===== src/rtl/ball_maze_pkg.sv =====
// Shared types and helpers for the ball wall-lookup path: sequencer states,
// wall direction tags and the {row, col} maze address packing.
package ball_maze_pkg;

  localparam int ADDR_W         = 16;
  localparam int MAZE_COLS_DEF  = 256;
  localparam int MAZE_ROWS_DEF  = 192;
  localparam int STARVE_MAX_DEF = 8;

  typedef enum logic [2:0] {
    IDLE,
    Q_UP,
    Q_DOWN,
    Q_LEFT,
    Q_RIGHT,
    WAIT,
    DONE
  } seq_state_t;

  // Bit position of each neighbour inside the 4-bit shadow/flag vectors.
  typedef enum logic [1:0] {
    DIR_UP,
    DIR_DOWN,
    DIR_LEFT,
    DIR_RIGHT
  } wall_dir_t;

  function automatic logic [ADDR_W-1:0] cell_addr(input logic [7:0] row, input logic [7:0] col);
    return {row, col};
  endfunction

endpackage


===== src/rtl/maze_port_arbiter.sv =====
// Shares the single maze-memory read port between the VGA renderer and the
// ball sequencer; renderer wins unless the ball has starved for STARVE_MAX cycles.
module maze_port_arbiter
  import ball_maze_pkg::*;
#(
  parameter int STARVE_MAX = STARVE_MAX_DEF
) (
  input  logic              clk108MHz,
  input  logic              resetPressed,
  input  logic              vgaReq,
  input  logic [ADDR_W-1:0] vgaAddr,
  input  logic              ballReq,
  input  logic [ADDR_W-1:0] ballAddr,
  input  wall_dir_t         ballDir,
  input  logic              memRdData,
  output logic              vgaGrant,
  output logic              ballIssue,
  output logic [ADDR_W-1:0] memAddr,
  output logic              vgaData,
  output logic              vgaValid,
  output logic              ballDataValid,
  output wall_dir_t         ballDataDir,
  output logic              ballData
);

  localparam int CNT_W = $clog2(STARVE_MAX + 1);

  logic [CNT_W-1:0]  starveCnt;
  logic              forcePort;
  logic [ADDR_W-1:0] addrHold;
  logic              tagVga;
  logic              tagBall;
  wall_dir_t         tagDir;

  assign forcePort = ballReq && (starveCnt == CNT_W'(STARVE_MAX));
  assign vgaGrant  = vgaReq && !forcePort;
  assign ballIssue = ballReq && !vgaGrant;

  // When nobody reads, the address simply holds its last value.
  always_comb begin
    memAddr = addrHold;
    if (vgaGrant) begin
      memAddr = vgaAddr;
    end else if (ballIssue) begin
      memAddr = ballAddr;
    end
  end

  always_ff @(posedge clk108MHz) begin
    if (resetPressed) begin
      starveCnt <= '0;
      addrHold  <= '0;
      tagVga    <= 1'b0;
      tagBall   <= 1'b0;
      tagDir    <= DIR_UP;
    end else begin
      addrHold <= memAddr;
      tagVga   <= vgaGrant;
      tagBall  <= ballIssue;
      tagDir   <= ballDir;
      if (ballIssue) begin
        starveCnt <= '0;
      end else if (ballReq && vgaReq) begin
        starveCnt <= starveCnt + 1'b1;
      end
    end
  end

  // Owner tags line up with the one-cycle memory latency.
  assign vgaValid      = tagVga;
  assign vgaData       = tagVga & memRdData;
  assign ballDataValid = tagBall;
  assign ballDataDir   = tagDir;
  assign ballData      = memRdData;

endmodule


===== src/rtl/wall_lookup_sequencer.sv =====
// Per physics tick, reads the four wall bits around a snapshot of the ball
// position and presents them as registered flags with a one-cycle stepEn.
module wall_lookup_sequencer
  import ball_maze_pkg::*;
#(
  parameter int MAZE_COLS  = MAZE_COLS_DEF,
  parameter int MAZE_ROWS  = MAZE_ROWS_DEF,
  parameter int STARVE_MAX = STARVE_MAX_DEF
) (
  input  logic              clk108MHz,
  input  logic              resetPressed,
  input  logic              tickIn,
  input  logic [7:0]        ballColumn,
  input  logic [7:0]        ballRow,
  input  logic              vgaReq,
  input  logic [ADDR_W-1:0] vgaAddr,
  output logic              vgaGrant,
  output logic              vgaData,
  output logic              vgaValid,
  output logic [ADDR_W-1:0] memAddr,
  input  logic              memRdData,
  output logic              wallAboveball,
  output logic              wallBelowball,
  output logic              wallLeftOfball,
  output logic              wallRightOfball,
  output logic              stepEn,
  output logic              busy,
  output logic              tickOverrun
);

  localparam logic [7:0] LAST_ROW = 8'(MAZE_ROWS - 1);
  localparam logic [7:0] LAST_COL = 8'(MAZE_COLS - 1);

  seq_state_t        stateReg, stateNext;
  logic [7:0]        snapRow, snapCol;
  logic [3:0]        shadowReg, shadowNext;
  logic [3:0]        wallFlagsReg;
  logic              overrunReg;
  logic              isQuery, atEdge, ballReq, ballIssue;
  logic              ballDataValid, ballData;
  wall_dir_t         queryDir, ballDataDir;
  logic [ADDR_W-1:0] ballAddr;

  maze_port_arbiter #(.STARVE_MAX(STARVE_MAX)) arbiter (
    .clk108MHz    (clk108MHz),
    .resetPressed (resetPressed),
    .vgaReq       (vgaReq),
    .vgaAddr      (vgaAddr),
    .ballReq      (ballReq),
    .ballAddr     (ballAddr),
    .ballDir      (queryDir),
    .memRdData    (memRdData),
    .vgaGrant     (vgaGrant),
    .ballIssue    (ballIssue),
    .memAddr      (memAddr),
    .vgaData      (vgaData),
    .vgaValid     (vgaValid),
    .ballDataValid(ballDataValid),
    .ballDataDir  (ballDataDir),
    .ballData     (ballData)
  );

  // Neighbour address is only requested off the edge, so the +/-1 never wraps onto the port.
  always_comb begin
    isQuery  = 1'b1;
    atEdge   = 1'b0;
    queryDir = DIR_UP;
    ballAddr = cell_addr(snapRow, snapCol);
    case (stateReg)
      Q_UP: begin
        atEdge   = (snapRow == 8'd0);
        ballAddr = cell_addr(snapRow - 8'd1, snapCol);
      end
      Q_DOWN: begin
        queryDir = DIR_DOWN;
        atEdge   = (snapRow == LAST_ROW);
        ballAddr = cell_addr(snapRow + 8'd1, snapCol);
      end
      Q_LEFT: begin
        queryDir = DIR_LEFT;
        atEdge   = (snapCol == 8'd0);
        ballAddr = cell_addr(snapRow, snapCol - 8'd1);
      end
      Q_RIGHT: begin
        queryDir = DIR_RIGHT;
        atEdge   = (snapCol == LAST_COL);
        ballAddr = cell_addr(snapRow, snapCol + 8'd1);
      end
      default: isQuery = 1'b0;
    endcase
    ballReq = isQuery && !atEdge;
  end

  always_comb begin
    stateNext = stateReg;
    case (stateReg)
      IDLE:    if (tickIn) stateNext = Q_UP;
      Q_UP:    if (atEdge || ballIssue) stateNext = Q_DOWN;
      Q_DOWN:  if (atEdge || ballIssue) stateNext = Q_LEFT;
      Q_LEFT:  if (atEdge || ballIssue) stateNext = Q_RIGHT;
      Q_RIGHT: if (atEdge || ballIssue) stateNext = WAIT;
      WAIT:    stateNext = DONE;
      DONE:    stateNext = IDLE;
      default: stateNext = IDLE;
    endcase
  end

  always_comb begin
    shadowNext = shadowReg;
    if (stateReg == IDLE && tickIn) begin
      shadowNext = '0;
    end
    if (ballDataValid) begin
      shadowNext[ballDataDir] = ballData;
    end
    if (isQuery && atEdge) begin
      shadowNext[queryDir] = 1'b1;
    end
  end

  always_ff @(posedge clk108MHz) begin
    if (resetPressed) begin
      stateReg     <= IDLE;
      snapRow      <= '0;
      snapCol      <= '0;
      shadowReg    <= '0;
      wallFlagsReg <= '0;
      overrunReg   <= 1'b0;
    end else begin
      stateReg  <= stateNext;
      shadowReg <= shadowNext;
      if (stateReg == IDLE && tickIn) begin
        snapRow <= ballRow;
        snapCol <= ballColumn;
      end
      // Loaded on the WAIT->DONE edge (including the final read) so flags are fresh during DONE.
      if (stateReg == WAIT) begin
        wallFlagsReg <= shadowNext;
      end
      if (stateReg != IDLE && tickIn) begin
        overrunReg <= 1'b1;
      end
    end
  end

  assign wallAboveball   = wallFlagsReg[DIR_UP];
  assign wallBelowball   = wallFlagsReg[DIR_DOWN];
  assign wallLeftOfball  = wallFlagsReg[DIR_LEFT];
  assign wallRightOfball = wallFlagsReg[DIR_RIGHT];
  assign stepEn          = (stateReg == DONE);
  assign busy            = (stateReg != IDLE);
  assign tickOverrun     = overrunReg;

endmodule


===== config.mk =====
export PLATFORM = sky130hd
export DESIGN_NAME = wall_lookup_sequencer
export DESIGN_NICKNAME = d
export VERILOG_FILES = /design/src/rtl/ball_maze_pkg.sv /design/src/rtl/maze_port_arbiter.sv /design/src/rtl/wall_lookup_sequencer.sv
export SDC_FILE = /design/constraint.sdc
export NUM_CORES = 1
export LEC_CHECK = 0
export CORE_MARGIN = 5
export CORE_UTILIZATION = 45
export DETAILED_ROUTE_END_ITERATION = 16
export GPL_ROUTABILITY_DRIVEN = 0
export PLACE_DENSITY_LB_ADDON = 0.05
export SLEW_MARGIN = 10
export SYNTH_ARGS = -nofsm -noshare
export SYNTH_HDL_FRONTEND = slang
export SYNTH_HIERARCHICAL = 1
export SYNTH_SLANG_ARGS = --single-unit

===== constraint.sdc =====
create_clock -name clk108MHz -period 7.3 [get_ports clk108MHz]
set_input_delay 0.73 -clock clk108MHz [delete_from_list [all_inputs] [get_ports clk108MHz]]
set_output_delay 0.73 -clock clk108MHz [all_outputs]
set_load 0.01 [all_outputs]

==> metrics.md <==
| Metric | Value |
|---|---|
| Synth Register Bits | `52` |
| Detail Placement HPWL | `5750 um` |
| Reg2Reg Capture Point | `stateReg[0]` |
| Drt drc | `0` |
| Static leakage | `1.51 nW` |
| CORE AREA | `0.00733 mm2` |
| Vias | `2905` |
| Fin Clk Skew | `12.4 ps` |
| Worst path max stage delay | `850 ps` |
| Hold wc startpoint | `tickOverrun` |
| Setup bufs post-CTS | `0` |
| Layout overhead on the synthesized area | `19.0%` |
| Die W | `97.3 um` |
| Clock power frac | `0.189` |
| Post-Route WL | `7920 um` |
| Hold Crit Depth | `2` |
| Reg2reg path depth | `10` |
| Worst-margin pin slew | `1100 ps` |
| Initial antenna violation count | `0` |
| Crit path max fanout | `38` |
| Port Buffers | `62` |
| Skew-Pair Late Insertion Delay | `300 ps` |
| Root Driver | `clkbuf_8` |
| All-Layer GR Usage | `0.171` |
| Critical-path top delay cell | `nand4b_2` |
| Max VDD drop | `0.0973 mV` |
| Hold/Removal Path Class | `reg -> reg` |
| Syn_nets | `462` |
| Tot Pwr | `0.847 mW` |
| Post-layout nets | `504` |
| Internal power | `0.533 mW` |
| Slew Viols, Final | `0` |
| Logic gate share of total power | `0.420` |
| Std-Cell Rows | `31` |
| Post-Route Setup TNS | `0 ps` |
| Buf/Inv on CP | `1` |
| RSZ-0062 raised after global routing | `false` |
| Slew headroom | `0.267` |
| Most common cell after layout, fill and taps aside | `clkdlybuf4s50_1` |
| Most frequent cells in the layout | `clkdlybuf4s50_1, nand2_1, dfxtp_1` |
| TritonCTS buffer count | `5` |
| WP data arrival | `4350 ps` |
| Worst EP required | `6570 ps` |
| Hold EP | `tickOverrun` |
| Origin of the worst setup path | `stateReg[0]` |
| Clock-pin slew on the worst setup and hold paths | `100 ps` |
| Seq/Total Area, Yosys | `0.304` |
| Io pins | `63` |
| CTS tree | `yes` |
| FFs w/ async S/R, synth | `0` |
| Ant diodes | `0` |
| Switching part of the total | `0.370` |
| R2R Setup Slk | `3180 ps` |
| Pre-Repair DR Iteration Count | `5` |
| Starting Density | `0.468` |
| Number of synthesized flops with an enable pin | `0` |
| H-tree depth | `2` |
| Crit Reg-Reg Startpoint | `stateReg[0]` |
| Wire per inst | `14.4 um` |
| Yosys warns | `6` |
| Die ar. | `0.00946 mm2` |
| Power per Cell Area | `208 mW/mm2` |
| Height of the chip | `97.3 um` |
| F_max | `197 MHz` |
| Post-Syn Instances | `407` |
| Switching power | `0.314 mW` |
| Final period utilization | `0.695` |
| Critical-path cell list | `or3b_1 > nor3_2 > nand4b_4 > nor2_4 > nand4b_2 > a221oi_2 > nor2_1 > clkdlybuf4s50_1` |
| CTS sink cnt | `52` |
| Mean Syn Cell Area | `8.42 um2` |
| Vias per cell | `5.30` |
| Cell area after synthesis | `0.00343 mm2` |
| Post-synth top flop | `dfxtp_1` |
| CTS Buffer Depth | `2` |
| Setup violators final | `0` |
| Share of cells above drive strength 1 | `0.131` |
| Crit Path Class | `reg -> out` |
| Max cap viols | `0` |
| Seq pwr share | `0.391` |
| Final ANT Viol Nets | `0` |
| Tmin final | `5080 ps` |
| Status | `complete, no violations` |
| Crit-path leading delay family | `simple AND/OR/NAND/NOR gates` |
| Vias in the first global route | `2806` |
| First-pass GRT wire length | `13700 um` |
| Pin count of the biggest net entering global routing | `53` |
| Setup crit end kind | `primary output` |
| Startpoint Class | `register` |
| PostCTS Resize Cnt | `0` |
| Detailed router's first-iteration violation count | `106` |
| Total gr overflow | `0` |
| Hold Fails Final Rpt | `0` |
| Netlist cell types | `60` |
| Fillers | `693` |
| Cts hold-fix bufs | `0` |
[sequential cells by signal (all words and copies together), names as in the netlist]
| register | cells |
|---|---|
| snapRow | 8 |
| shadowReg | 4 |
| snapCol | 8 |
| stateReg | 3 |
| arbiter/addrHold | 16 |
| arbiter/ballDataDir | 2 |
| arbiter/vgaValid | 1 |
| wallFlagsReg | 4 |
| arbiter/starveCnt | 4 |
| arbiter/ballDataValid | 1 |
| tickOverrun | 1 |
[layer usage]
layer  vias up  track usage  wire, um
li1       1502            -         -
met1      1346        0.240      3980
met2        55        0.265      3500
met3         2       0.0481       397
met4         0       0.0298        38
met5         -            0         0
[metrics by stage]
step                      setup slack, ps  std cells   util  cell area [um2]  hold WS [ps]
final                                2220        548  0.557             4080           490
after global placement               2610        541  0.545             4000           454
after floorplan                      3840        407      -             3430           462
after detailed placement             2570        541  0.545             4000           464
after global routing                 1870        548  0.557             4080           527
after CTS                            2210        548  0.557             4080           489
[synth_stat cells (all sizes together) (5+ instances only)]
master / number / area share
buf: 19 / 0.044
inv: 16 / 0.018
nand4: 8 / 0.015
nor3: 39 / 0.083
xor2: 6 / 0.015
nor2b: 23 / 0.042
nor2: 49 / 0.054
ha: 16 / 0.058
nand3: 5 / 0.010
nand2: 55 / 0.060
a21oi: 30 / 0.044
clkbuf: 9 / 0.0099
xnor2: 5 / 0.013
a221oi: 17 / 0.079
a211oi: 5 / 0.011
dfxtp: 52 / 0.30
o21ai: 5 / 0.0073
[cell type report]
| class | count | area, um2 | share of cell area |
|---|---|---|---|
| tap | 99 | 124 | 0.0304 |
| sequential | 52 | 1040 | 0.255 |
| clock buffer | 5 | 68.8 | 0.0169 |
| multi-input combinational | 311 | 2150 | 0.527 |
| clock inverter | 2 | 12.5 | 0.00307 |
| timing repair buffer | 63 | 623 | 0.153 |
| inverter | 16 | 60.1 | 0.0147 |
[power groups by stage]
stage	logic, mW	registers (mW)	clock network, mW
3_5_place_dp	0.357	0.338	0
3_3_place_gp	0.353	0.338	0
5_1_grt	0.396	0.336	0.180
6_report	0.356	0.331	0.160
2_1_floorplan	0.271	0.329	0
4_1_cts	0.359	0.331	0.168
[cell families (layout without fill, tap and decap cells)]
logic type | after synthesis | in the layout | share of synthesized area
AO/OA/AOI/OAI | 76 | 76 | 0.189
adder cells (fa/ha/maj) | 18 | 18 | 0.0701
XOR/XNOR | 11 | 11 | 0.0281
flip-flops | 52 | 52 | 0.304
AND/OR/NAND/NOR | 201 | 201 | 0.321
buffers and inverters | 44 | 86 | 0.0712
multiplexers | 5 | 5 | 0.0164
[worst register-to-register path: cells and delay by family, from the launching register on]
family           cells  cell delay (ps)
multiplexers         1              300
AND/OR/NAND/NOR      8             2890
AO/OA/AOI/OAI        1              300
flip-flops           1              520
[how the worst max path moves through the flow]
stage,endpoint,slack [ps],cells after the start
after floorplan,memAddr[6],3840,12
after detailed placement,memAddr[5],2570,8
after global routing,memAddr[8],1870,8
after global placement,memAddr[7],2610,8
after CTS,memAddr[8],2210,8
final,memAddr[5],2220,8
Power figures use the tool's default switching activity.
